### src/rtl/tcn_step_addr_gen.sv
// Logical address sequencer for one TCN incremental step: read sweep 0..rd_len-1, write burst at wr_base, then pointer-update pulse.
// Reads stall on rd_ready; writes follow wr_valid_in with zero latency; full-rate step period is rd_len + wr_bs + 3 cycles.
module tcn_step_addr_gen #(
  parameter int ADDR_W = 16
) (
  input  logic              clk,
  input  logic              reset,
  input  logic              start,
  input  logic [ADDR_W-1:0] total_blocks,
  input  logic [31:0]       block_size,
  input  logic              rd_ready,
  input  logic              wr_valid_in,
  output logic [ADDR_W-1:0] rd_address,
  output logic              rd_enable,
  output logic [ADDR_W-1:0] wr_address,
  output logic              wr_enable,
  output logic              update_pointer,
  output logic              busy,
  output logic              done
);

  typedef enum logic [2:0] {
    S_IDLE   = 3'd0,
    S_READ   = 3'd1,
    S_WRITE  = 3'd2,
    S_UPDATE = 3'd3,
    S_SETTLE = 3'd4
  } state_t;

  state_t state, state_nxt;

  logic [ADDR_W-1:0] rd_cnt;
  logic [ADDR_W-1:0] rd_len;
  logic [ADDR_W-1:0] wr_base;
  logic [15:0]       wr_cnt;
  logic [15:0]       wr_bs;
  logic              wr_ok;
  logic              done_r;

  logic [ADDR_W-1:0] rd_len_in;
  logic [ADDR_W-1:0] wr_base_in;
  logic              wr_ok_in;
  logic              rd_last;
  logic              wr_last;

  // Step geometry is derived from the live inputs only at the start handshake, then frozen.
  assign rd_len_in  = total_blocks * ADDR_W'(block_size[15:0]);
  assign wr_base_in = (total_blocks - ADDR_W'(1)) * ADDR_W'(block_size[31:16]);
  assign wr_ok_in   = (total_blocks != '0) && (block_size[31:16] != 16'd0);

  assign rd_last = (rd_cnt == rd_len - ADDR_W'(1));
  assign wr_last = (wr_cnt == wr_bs - 16'd1);

  always_comb begin
    state_nxt      = state;
    rd_enable      = 1'b0;
    wr_enable      = 1'b0;
    update_pointer = 1'b0;
    case (state)
      S_IDLE: begin
        if (start) begin
          if (rd_len_in != '0) begin
            state_nxt = S_READ;
          end else if (wr_ok_in) begin
            state_nxt = S_WRITE;
          end else begin
            state_nxt = S_UPDATE;
          end
        end
      end
      S_READ: begin
        rd_enable = 1'b1;
        if (rd_ready && rd_last) begin
          state_nxt = wr_ok ? S_WRITE : S_UPDATE;
        end
      end
      S_WRITE: begin
        wr_enable = wr_valid_in;
        if (wr_valid_in && wr_last) begin
          state_nxt = S_UPDATE;
        end
      end
      S_UPDATE: begin
        update_pointer = 1'b1;
        state_nxt      = S_SETTLE;
      end
      S_SETTLE: begin
        state_nxt = S_IDLE;
      end
      default: begin
        state_nxt = S_IDLE;
      end
    endcase
  end

  always_ff @(posedge clk or negedge reset) begin
    if (!reset) begin
      state   <= S_IDLE;
      rd_cnt  <= '0;
      rd_len  <= '0;
      wr_base <= '0;
      wr_cnt  <= 16'd0;
      wr_bs   <= 16'd0;
      wr_ok   <= 1'b0;
      done_r  <= 1'b0;
    end else begin
      state  <= state_nxt;
      done_r <= (state == S_SETTLE);
      if (state == S_IDLE && start) begin
        rd_len  <= rd_len_in;
        wr_base <= wr_base_in;
        wr_bs   <= block_size[31:16];
        wr_ok   <= wr_ok_in;
        rd_cnt  <= '0;
        wr_cnt  <= 16'd0;
      end else begin
        if (rd_enable && rd_ready) begin
          rd_cnt <= rd_cnt + ADDR_W'(1);
        end
        if (wr_enable) begin
          wr_cnt <= wr_cnt + 16'd1;
        end
      end
    end
  end

  assign rd_address = rd_cnt;
  assign wr_address = wr_base + ADDR_W'(wr_cnt);
  assign busy       = (state != S_IDLE);
  assign done       = done_r;

  // The three strobes belong to disjoint phases of the step.
  assert property (@(posedge clk) disable iff (!reset)
    $onehot0({rd_enable, wr_enable, update_pointer}));
  assert property (@(posedge clk) disable iff (!reset) done |-> !busy);

endmodule

### config.mk
export PLATFORM = sky130hd
export DESIGN_NAME = tcn_step_addr_gen
export DESIGN_NICKNAME = d
export VERILOG_FILES = /design/src/rtl/tcn_step_addr_gen.sv
export SDC_FILE = /design/constraint.sdc
export NUM_CORES = 1
export LEC_CHECK = 0
export ABC_CLOCK_PERIOD_IN_PS = 2800
export BUFFER_PORTS_ARGS = -buffer_cell sky130_fd_sc_hd__buf_2
export CORE_MARGIN = 2
export CORE_UTILIZATION = 58
export DETAILED_ROUTE_END_ITERATION = 8
export PLACE_DENSITY = 0.89
export SLEW_MARGIN = 20
export SYNTH_ARGS = -nofsm -noshare
export SYNTH_HDL_FRONTEND = slang
export SYNTH_SLANG_ARGS = --single-unit
export TNS_END_PERCENT = 50
### constraint.sdc
create_clock -name clk -period 2.8 [get_ports clk]
set_input_delay 0.42 -clock clk [delete_from_list [all_inputs] [get_ports clk]]
set_output_delay 0.42 -clock clk [all_outputs]
set_load 0.05 [all_outputs]
# --- After elaboration in Yosys (flattened, before gate mapping) ---
# Index checks and enable logic that the tools add are counted.
# W data, S select, Z words.
totals:
  reg_bits: 85
  word_cells: 52
  output_inout_bits: 37
  in_bits: 53
op_classes:
  mul: 2
  reduce_logical: 13
  addsub: 6
  muxes: 14
  n_eq_ne: 9
op_table:
  columns: ["cell", "count"]
  rows:
  - ["$mux W16", 4]
  - ["$reduce_bool A16 Y1", 3]
  - ["$sub A16 B1 Y16 const B", 3]
  - ["$add A16 B1 Y16 const B", 2]
  - ["$eq A16 B16 Y1", 2]
  - ["$mul A16 B16 Y16", 2]
  - ["$add A16 B16 Y16", 1]
  - ["$pmux W3 S4", 1]
  - ["$mux W3", 3]
  - ["$eq A3 B2 Y1 const B", 2]
  - ["$ne A2 B2 Y1 const B", 3]
  - ["$logic_and A1 B1 Y1", 5]
  - ["$mux W1", 5]
  - ["$reduce_bool A2 Y1", 2]
  - ["$eq A3 B1 Y1 const B", 1]
  - ["$eq A3 B3 Y1 const B", 1]
  - ["$logic_not A3 Y1", 1]
  - ["$reduce_and A3 Y1", 1]
  - ["$reduce_bool A3 Y1", 1]
  - ["$mux W2", 1]

# --- Longest topological paths before layout ---
# Gate-level depths: netlist of the first run.
logic_depth:
  word_depth: 6
  depth_mapped: 28
  depth_no_buf: 27

# --- Worst setup path before layout of the first run ---
# Ideal clock, no wire load.
synth_timing:
  path_type: "in2reg"
  from: "input port total_blocks[1]"
  to: "register wr_base[15]"
  t_required_ps: 2671
  path_stages: 28
  t_arrival_ps: 6909
  slack_ps: -4237
  setup_time_ps: 129
  cell_sequence: "clkbuf_1 inv_1 ha_1 nor3b_1 nand2_1 xnor2_1 nand2_1 fa_1 inv_1 fa_1 inv_1 fa_1 inv_1 fa_1 inv_1 fa_1 inv_1 fa_1 xnor2_1 xnor2_1 xnor2_1 xnor2_1 xnor2_1 xnor3_1 xnor2_1 xnor3_1 xor2_1 o21ai_1"
synth_between:
  elab_chain_len: 2
synth_rtl:
  columns: ["element", "line_no", "source"]
  rows:
  - ["start: declaration", "9", "input logic [ADDR_W-1:0] total_blocks,"]
  - ["$sub A16 B1 Y16", "48", "assign wr_base_in = (total_blocks - ADDR_W'(1)) * ADDR_W'(block_size[31:16]);"]
  - ["$mul A16 B16 Y16", "48", null]
  - ["end signal: assignment", "111", "wr_base <= wr_base_in;"]
  - ["end: declaration", "34", "logic [ADDR_W-1:0] wr_base;"]
# Every way passes these cells.
# A chain may end at the register's enable or synchronous reset.

# --- Final worst setup path of the first run ---
layout_timing:
  from: "input port total_blocks[3]"
  to: "register wr_base[13]"
# Same word-level chain as after synthesis.

==> run summary, run 1 <==
=================================================================================
Leak ...............................................................      8.48 nW
Transition time of the tightest slew-check pin .....................       659 ps
Global route overflow ..............................................            0
Peak clock frequency supported by timing ...........................      157 MHz
Fill count .........................................................         1430
Final routed wire length divided by cell count .....................      18.1 um
Relative contribution of the clock network to total power ..........         6.0%
Post-layout total power ............................................      21.6 mW
Number of DRC violations after detailed-routing iteration 0 ........          992
Area delta synth->final ............................................        25.4%
Clk buf depth ......................................................            2
Largest cells by area after synthesis .............................. fa_1, dfrtp_1, ha_1
Kind of capture point of the worst setup path ......................    flip-flop
Count of clock tree sinks ..........................................           85
Floorplan Core Area ................................................    22600 um2
Die width ..........................................................       156 um
Count of maximum capacitance violations ............................            0
Sequential cell fraction of total power ............................         9.3%
Skew final .........................................................      4.61 ps
Total negative slack for setup checks ..............................    -60260 ps
Global Route Usage Sum .............................................        32.0%
Final Hold Fails ...................................................            0
Via count of the first global-routing pass .........................        12872
Count of unique library cells instantiated by Yosys ................           65
Final-report max-slew violation count ..............................            0
Clk_lat worst skew .................................................       350 ps
DRC violations left ................................................            0
Endpoints failing setup ............................................           36
H-tree lvl count ...................................................            3
Cell area power density ............................................  1290 nW/um2
Detailed-placement wirelength estimate .............................      28.7 mm
Most frequent cells in the layout .................................. nand2_1, inv_1, buf_4
Kind of start point of the critical path ...........................   input port
DR vias ............................................................        12273
Average size of a mapped cell ......................................     8.43 um2
Via density per instance ...........................................         5.78
Global-route wire length before repair .............................      61.9 mm
Post-Syn Nets ......................................................         1921
Antenna fix cells ..................................................            0
Internal Dissipation ...............................................      11.2 mW
Library cell used as clock root buffer .............................    clkbuf_16
Number of register bits inferred by synthesis ......................           85
Antenna violations before repair ...................................            0
Final Routed Wirelength ............................................      38.4 mm
Startpoint of the most critical setup path ......................... total_blocks[3]
Relative contribution of combinational cells to total power ........        84.6%
Area of placed instances ...........................................    15700 um2
Antenna violation net count after detailed routing .................            0
Number of standard cells after synthesis ...........................         1588
Mapped Area ........................................................    13400 um2
Clock buffers created by TritonCTS .................................            9
Clock transition at path regs ......................................        70 ps
Most common library cell in the layout ignoring fill and taps ......      nand2_1
EDFF count, synth ..................................................            0
Starting density of the core .......................................        59.1%
Data arrival time of the critical path .............................      6570 ps
Worst r2r src ......................................................    rd_len[4]
P_sw ...............................................................      10.5 mW
Max_slew headroom ..................................................        56.1%
I/O pin count ......................................................           90
Fraction of final layout cells with drive strength greater than 1 ..        24.7%
Biggest area consumer among synthesized cells ......................         fa_1
Post-route standard cell area excluding fillers ....................    16800 um2
Die Outline Area ...................................................    24300 um2
Portion of synthesized cell area occupied by the leading cell type .        24.1%
Class of the worst hold path ....................................... input port to asynchronous set/reset pin
Worst setup margin .................................................     -3560 ps
Warning count from the yosys run ...................................            0
Largest fanout on the critical path ................................            6
Violated checks .................................................... setup timing
Final weighted congestion in routability-driven placement ..........        0.954
Net count of the finished layout ...................................         2167
Setup CP Type ...................................................... input port to flip-flop
Run status ......................................................... finished, violations left
Worst endpoint required time .......................................      3010 ps
Unrepaired setup endpoints after global routing ....................          yes
Async S/R FF share, synth ..........................................         100%
Length of the first detailed-routing pass in iterations ............            5
Chip Height ........................................................       156 um
Most common flop cell mapped by yosys ..............................      dfrtp_1
Final worst path period need .......................................      6360 ps
Final Cycle Share ..................................................         227%
Proportion of total power due to net switching .....................        48.5%
TritonCTS clock tree ...............................................          yes
Hold bufs inserted after CTS .......................................            0
Count of standard-cell rows ........................................           55
Count of input and output buffers ..................................           89
Post-synthesis sequential area ratio ...............................        15.9%
Pin count of the biggest net entering global routing ...............           62
VDD IR max .........................................................      1.01 mV
=================================================================================
cell usage after synthesis (6+ instances only):
library cell / count
nand3_1: 22
clkbuf_1: 59
o31ai_1: 6
and3_1: 7
dfrtp_1: 85
nor2b_1: 31
or4_1: 6
nand2b_1: 11
nor4_1: 16
o21bai_1: 8
nand2_1: 274
or3_1: 9
ha_1: 119
and2_1: 111
xnor2_1: 96
o21ai_0: 39
nand4_1: 10
a21o_1: 8
a21oi_1: 37
a31oi_1: 6
nor3_1: 12
fa_1: 161
inv_1: 249
nor2_1: 71
nor3b_1: 6
xor2_1: 61
path summary, 6_finish.rpt:
path,to,slack (ps),cells after the start
min reg2reg,wr_ok,480,2
min in group clk,wr_bs[15],420,4
max,wr_base[13],-3560,26
min,rd_address[8],110,1
max reg2reg,state[1],-80,9
max in group asynchronous,wr_bs[14],2070,2
cells by family (layout without fill, tap and decap cells):
family	Yosys count	after routing	share of synthesized area [%]
AO/OA/AOI/OAI	139	139	6.50
XOR/XNOR	163	163	11.1
adder cells (fa/ha/maj)	280	280	35.2
buffers and inverters	313	564	8.90
flip-flops	85	85	15.9
multiplexers	4	4	0.309
AND/OR/NAND/NOR	604	604	22.0
what timing repair did:
item,CTS,global route
setup endpoints to repair,37,37
pin swaps,54,43
gates resized for setup,109,46
setup buffers,3,6
worst max-delay path: stages:
cell and delay (ps):
buf_2 110, or4_4 600, buf_6 160, nor3_4 150
xor2_2 210, buf_6 150, nand2_4 40, fa_1 510
inv_2 40, fa_1 530, inv_1 50, fa_1 460
fa_1 540, inv_1 50, fa_1 480, inv_1 50
fa_1 500, inv_2 50, ha_4 270, buf_6 100
nand3_1 120, o31ai_4 240, buf_4 160, o21ai_0 60
nor2b_1 150, o21ai_0 340
sequential cells by signal, indices dropped and copies added, names as in the netlist:
register,flops
done,1
wr_bs,16
state,3
rd_address,16
wr_cnt,16
wr_ok,1
wr_base,16
rd_len,16
cell type report:
type	instances	area [um2]	share of cell area, %
Clock buffer	11	243	1.45
Multi-Input combinational cell	1190	10800	64.6
Clock inverter	5	83.8	0.499
Timing Repair Buffer	299	2190	13.1
Inverter	249	935	5.57
Tap cell	285	357	2.12
Sequential cell	85	2130	12.7
power by group through the flow:
stage / logic, mW / clock network [mW] / registers [mW]
5_1_grt: 19.9 / 1.36 / 2.07
2_1_floorplan: 9.71 / 0 / 1.99
4_1_cts: 16.6 / 1.31 / 2.00
3_5_place_dp: 14.8 / 0 / 2.01
3_3_place_gp: 14.0 / 0 / 1.99
6_report: 18.3 / 1.31 / 2.02
per-layer routing:
metal	wire [um]	GRT usage, %	vias up
li1	-	-	5445
met2	19400	56.4	638
met3	2840	4.64	202
met5	0	0	-
met4	2080	15.9	0
met1	14100	38.3	5988
metrics by stage:
| step | instances | utilization, % | worst slack [ps] | hold slack, ps |
|---|---|---|---|---|
| floorplan | 1588 | - | -3630 | 124 |
| global placement | 2099 | 69.2 | -3750 | 454 |
| detailed placement | 2099 | 69.2 | -3970 | 462 |
| CTS | 2118 | 72.9 | -3530 | 134 |
| global route | 2124 | 74.1 | -3800 | 167 |
| finish | 2124 | 74.1 | -3560 | 105 |
No activity file was read; power rests on OpenSTA's default activity.
==> inputs of run 2 (changes only) <==
CORE_MARGIN = 3   (was 2)
==> run 2 against run 1 <==
Against the previous run: the flow still finishes with violations (setup timing); hold slack gained 3.9 ps; sequential share of layout area decreased by 0.20 points; count of clock-buffer cells in the layout is 1 higher; total power rose by 11%; routed wire length is 10% higher; first-iteration DRC count rose by 37%; clock skew grew 7.8 ps; register-to-register slack got worse by 100 ps; clock power fell by 4%; critical path type unchanged; critical endpoint is now wr_base[15]; largest cell class unchanged; largest power group unchanged.
==> run summary, run 2 (same netlist as run 1, synthesis figures left out) <==
================================================================================
Run status ........................................................ finished, violations left
Violated checks ................................................... setup timing
Skew final ........................................................      12.4 ps
Global Route Usage Sum ............................................        31.3%
Worst setup margin ................................................     -3620 ps
Most common library cell in the layout ignoring fill and taps .....      nand2_1
Final worst path period need ......................................      6420 ps
Transition time of the tightest slew-check pin ....................       769 ps
Library cell used as clock root buffer ............................    clkbuf_16
Count of input and output buffers .................................           89
Final Cycle Share .................................................         229%
Via density per instance ..........................................         5.99
Number of DRC violations after detailed-routing iteration 0 .......         1358
H-tree lvl count ..................................................            3
Unrepaired setup endpoints after global routing ...................          yes
VDD IR max ........................................................      1.03 mV
Global route overflow .............................................            0
Cell family with the largest share of critical-path delay .........  adder cells
R2r worst-path depth ..............................................            9
Endpoints failing setup ...........................................           35
Starting density of the core ......................................        60.2%
Final weighted congestion in routability-driven placement .........        0.955
Antenna violations before repair ..................................            0
Most frequent cells in the layout ................................. nand2_1, inv_1, buf_4
Worst reg2reg path endpoint .......................................     state[1]
Final Hold Fails ..................................................            0
TritonCTS clock tree ..............................................          yes
Kind of capture point of the worst setup path .....................    flip-flop
Length of the first detailed-routing pass in iterations ...........            8
Clock transition at path regs .....................................        70 ps
DR vias ...........................................................        12716
Total negative slack for setup checks .............................    -67710 ps
Global-route wire length before repair ............................      62.4 mm
Largest fanout on the critical path ...............................            6
Die Outline Area ..................................................    24900 um2
Worst r2r src .....................................................    rd_len[3]
DRC violations left ...............................................            0
Detailed-placement wirelength estimate ............................      27.7 mm
Class of the worst hold path ...................................... input port to asynchronous set/reset pin
Count of standard-cell rows .......................................           54
Area delta synth->final ...........................................        27.4%
Clock buffers created by TritonCTS ................................            9
Count of buffer and inverter cells on the critical path ...........            6
Reg-to-reg slack, setup ...........................................      -180 ps
Hold bufs inserted after CTS ......................................            0
Net count of the finished layout ..................................         2172
Floorplan Core Area ...............................................    22200 um2
Final Routed Wirelength ...........................................      42.3 mm
Pin count of the biggest net entering global routing ..............           86
Final routed wire length divided by cell count ....................      19.9 um
Antenna fix cells .................................................            0
Cell area power density ...........................................  1400 nW/um2
Max_slew headroom .................................................        48.7%
Setup CP Type ..................................................... input port to flip-flop
Post-layout total power ...........................................      23.9 mW
Final-report max-slew violation count .............................            0
Chip Height .......................................................       158 um
Final hold slack ..................................................       109 ps
Fraction of final layout cells with drive strength greater than 1 .        26.2%
Kind of start point of the critical path ..........................   input port
Slowest stage delay, CP ...........................................       610 ps
Clk_lat worst skew ................................................       350 ps
Clk buf depth .....................................................            2
Peak clock frequency supported by timing ..........................      156 MHz
Via count of the first global-routing pass ........................        13047
Antenna violation net count after detailed routing ................            0
Leak ..............................................................      8.52 nW
Worst endpoint required time ......................................      3020 ps
Count of clock tree sinks .........................................           85
Count of maximum capacitance violations ...........................            0
Die width .........................................................       158 um
I/O pin count .....................................................           90
Cell type of the slowest stage on the worst timing path ...........        or4_4
Data arrival time of the critical path ............................      6640 ps
================================================================================
## run 2: cell count changes in the layout (fill, tap and decap cells not counted), moves of 3 or more
| cell | previous run | this run |
|---|---|---|
| inv_1 | 235 | 223 |
| buf_6 | 22 | 33 |
| inv_2 | 14 | 24 |
| buf_4 | 199 | 190 |
| ha_1 | 99 | 91 |
| ha_4 | 16 | 22 |
| xnor2_2 | 17 | 13 |
| xnor2_4 | 3 | 6 |
## run 2: area by class of cell
cell class | count | area (um2)
inverters | 249 | 940
clock inverters | 4 | 56.3
clock buffers | 12 | 256
repair buffers | 304 | 2300
well taps | 280 | 350
multi-input cells | 1190 | 11000
flip-flops and latches | 85 | 2130
fillers | 1268 | 5180
## run 2: where the power goes
part	internal (mW)	switching [mW]	total, mW
combinational	9.62	11.0	20.6
clock	0.745	0.510	1.26
sequential	1.63	0.419	2.05
total	12.0	11.9	23.9
## run 2: metrics by stage
step / util, % / worst slack (ps) / instance area, um2 / instances
finish: 76.7 / -3620 / 17000 / 2124
global route: 76.7 / -3820 / 17000 / 2124
CTS: 74.3 / -3430 / 16500 / 2109
detailed placement: 70.0 / -3900 / 15600 / 2082
global placement: 70.0 / -3780 / 15600 / 2082
floorplan: - / -3630 / 13600 / 1588
## run 2: how the worst max path moves through the flow
| stage | startpoint | to | cells past startpoint |
|---|---|---|---|
| after floorplan | total_blocks[2] | wr_base[15] | 27 |
| after global placement | total_blocks[0] | wr_base[15] | 27 |
| after detailed placement | total_blocks[0] | wr_base[15] | 27 |
| after CTS | total_blocks[2] | wr_base[15] | 26 |
| after global routing | total_blocks[2] | wr_base[15] | 26 |
| final | total_blocks[2] | wr_base[15] | 26 |
## run 2: layer usage
layer | wire length (um) | track usage [%]
met5 | 0 | 0
met4 | 2730 | 13.5
met3 | 3980 | 5.99
met2 | 20400 | 54.7
met1 | 15300 | 37.9
## run 2: what timing repair did
action | in CTS | in global routing
pin swaps | 66 | 33
gates resized for setup | 122 | 88
buffers inserted | 12 | 17
endpoints found under the setup margin | 36 | 37
==> inputs of run 3 (changes only) <==
ABC_AREA = 1   (was not set)
==> run 3 against run 2 <==
Against the previous run: the flow finishes with violations (DRC, setup timing); critical path type unchanged; hold slack worse by 45 ps; register-to-register slack better by 380 ps; sequential cell count stayed put; combinational power is 17% higher; critical endpoint is now wr_base[13]; highest routed layer unchanged; largest cell class unchanged.
==> run summary, run 3 <==
=================================================================================
P_sw ...............................................................      14.6 mW
Pin count of the biggest net entering global routing ...............           55
Via density per instance ...........................................         5.86
Clk buf depth ......................................................            2
Biggest area consumer among synthesized cells ......................         fa_1
Via count of the first global-routing pass .........................        15785
DRC violations left ................................................            5
Clock buffers created by TritonCTS .................................            9
Async S/R FF share, synth ..........................................         100%
Clock transition at path regs ......................................        70 ps
Kind of start point of the critical path ...........................   input port
Detailed-placement wirelength estimate .............................      33.8 mm
Count of input and output buffers ..................................           89
EDFF count, synth ..................................................            0
Length of the first detailed-routing pass in iterations ............            9
Met1 Resource Use GR ...............................................        42.7%
Number of DRC violations after detailed-routing iteration 0 ........         2238
Unrepaired setup endpoints after global routing ....................          yes
Global route overflow ..............................................            0
Most common library cell in the layout ignoring fill and taps ......      nand2_1
Violated checks .................................................... DRC, setup timing
Top cells by count, synth .......................................... nand2_1, inv_1, fa_1, nor2_1, ha_1
H-tree lvl count ...................................................            3
Relative contribution of the clock network to total power ..........         4.4%
Sequential cell fraction of total power ............................         7.6%
Global Route Usage Sum .............................................        35.8%
Kind of capture point of the worst setup path ......................    flip-flop
Final weighted congestion in routability-driven placement ..........        0.974
Worst setup margin .................................................     -3120 ps
Transition time of the tightest slew-check pin .....................       725 ps
Antenna fix cells ..................................................            0
TritonCTS clock tree ...............................................          yes
Dominant cell by count in the synthesized netlist ..................      nand2_1
Number of register bits inferred by synthesis ......................           85
GR Layer Usage met2 ................................................        62.7%
Cell type of the slowest stage on the worst timing path ............         fa_1
Worst endpoint required time .......................................      3020 ps
Floorplan Core Area ................................................    23900 um2
Post-synthesis sequential area ratio ...............................        14.8%
Average size of a mapped cell ......................................     7.04 um2
Largest fanout on the critical path ................................            4
VDD IR max .........................................................      1.63 mV
Count of clock tree sinks ..........................................           85
Cell Count, Final, Fillers Out .....................................         2707
Proportion of total power due to net switching .....................        53.2%
Clk_lat worst skew .................................................       360 ps
Count of maximum capacitance violations ............................            0
Data arrival time of the critical path .............................      6140 ps
Slowest stage delay, CP ............................................       690 ps
Area delta synth->final ............................................        33.2%
Count of standard-cell rows ........................................           56
Max_slew headroom ..................................................        51.3%
Endpoints failing setup ............................................           31
Die width ..........................................................       163 um
Portion of synthesized cell area occupied by the leading cell type .        22.4%
Setup CP Type ...................................................... input port to flip-flop
Cell area power density ............................................  1430 nW/um2
Final Cycle Share ..................................................         211%
Final-report max-slew violation count ..............................            0
DR vias ............................................................        15859
Starting density of the core .......................................        60.1%
Fraction of final layout cells with drive strength greater than 1 ..        30.5%
Number of standard cells after synthesis ...........................         2039
Post-Syn Nets ......................................................         2372
Die Outline Area ...................................................    26700 um2
Final Routed Wirelength ............................................      53.7 mm
Final worst path period need .......................................      5920 ps
Internal Dissipation ...............................................      12.8 mW
Net count of the finished layout ...................................         2716
Leak ...............................................................      10.6 nW
Skew final .........................................................      7.32 ps
Antenna violation net count after detailed routing .................            0
Class of the worst hold path ....................................... input port to asynchronous set/reset pin
Library cell used as clock root buffer .............................    clkbuf_16
Final routed wire length divided by cell count .....................      19.8 um
Warning count from the yosys run ...................................            0
Mapped Area ........................................................    14400 um2
Peak clock frequency supported by timing ...........................      169 MHz
Chip Height ........................................................       163 um
Final Hold Fails ...................................................            0
Most frequent cells in the layout .................................. nand2_1, inv_1, buf_4
Fill count .........................................................         1345
Total negative slack for setup checks ..............................    -56960 ps
I/O pin count ......................................................           90
Global-route wire length before repair .............................      76.1 mm
Relative contribution of combinational cells to total power ........        88.0%
Post-Place Cells ...................................................         2627
Count of unique library cells instantiated by Yosys ................           52
Met3 routing resource usage after global routing ...................        6.14%
Run status ......................................................... finished, violations left
Global route hottest layer .........................................         met2
Most common flop cell mapped by yosys ..............................      dfrtp_1
Antenna violations before repair ...................................            0
Largest cells by area after synthesis .............................. fa_1, dfrtp_1, nand2_1
=================================================================================
## run 3: layout make-up
| type | count | area (um2) | share of cell area, % |
|---|---|---|---|
| inverter | 506 | 1930 | 10.1 |
| timing repair buffer | 387 | 3060 | 16.0 |
| sequential | 85 | 2130 | 11.1 |
| clock buffer | 10 | 239 | 1.25 |
| clock inverter | 6 | 52.6 | 0.275 |
| tap | 319 | 399 | 2.09 |
| multi-input combinational | 1394 | 11300 | 59.1 |
## run 3: metrics by stage
step           util (%)  power, mW  area (um2)  worst slack [ps]  hold WS (ps)
6_report           80.0       27.4       19100             -3120          64.1
2_1_floorplan         -       13.3       14900             -2730           124
5_1_grt            80.0       29.1       19100             -3110          99.2
3_3_place_gp       71.4       18.5       17100             -3030           451
3_5_place_dp       71.4       19.4       17100             -3240           458
4_1_cts            77.5       23.9       18500             -2680          82.5
## run 3: worst paths after layout
kind / start / to / slack (ps) / cells past startpoint
worst max-delay path: total_blocks[1] / wr_base[13] / -3120 / 33
worst min-delay path: reset / rd_address[14] / 60 / 1
worst max register to register: wr_bs[0] / state[1] / 200 / 15
worst min register to register: wr_ok / wr_ok / 490 / 2
max in group asynchronous: reset / wr_bs[5] / 1960 / 2
min in group clk: rd_ready / rd_address[1] / 360 / 2
## run 3: critical path, delay by kind of cell
family,cells,cell delay [ps]
buffers and inverters,11,890
and+or+nand+nor,9,1120
xor gates and xnor gates,1,200
AOI/OAI and AO/OA,4,530
adders and majority gates,8,2950
## run 3: cell families after synthesis
| kind of cell | synth area share [%] |
|---|---|
| and+or+nand+nor | 25.7 |
| AOI/OAI and AO/OA | 6.41 |
| buffers and inverters | 15.1 |
| adders and majority gates | 32.8 |
| DFF | 14.8 |
| xor gates and xnor gates | 5.23 |
## run 3: timing repair
action | in CTS | in global routing
setup endpoints to repair | 34 | 35
hold buffers | 0 | 0
pin swaps | 110 | 108
resized for setup | 234 | 146
gates cloned | 1 | 1
buffers inserted | 57 | 15
## run 3: layer usage
metal / wire length, um / vias up
li1: - / 6773
met1: 17900 / 7319
met2: 25000 / 1267
met3: 5990 / 500
met4: 4790 / 0
met5: 0 / -
## run 3: power by group through the flow
| stage | clock [mW] | sequential (mW) | combinational, mW |
|---|---|---|---|
| floorplan | 0 | 2.00 | 11.3 |
| global placement | 0 | 2.00 | 16.5 |
| detailed placement | 0 | 2.03 | 17.4 |
| CTS | 1.19 | 2.02 | 20.6 |
| global route | 1.25 | 2.10 | 25.7 |
| finish | 1.20 | 2.08 | 24.1 |
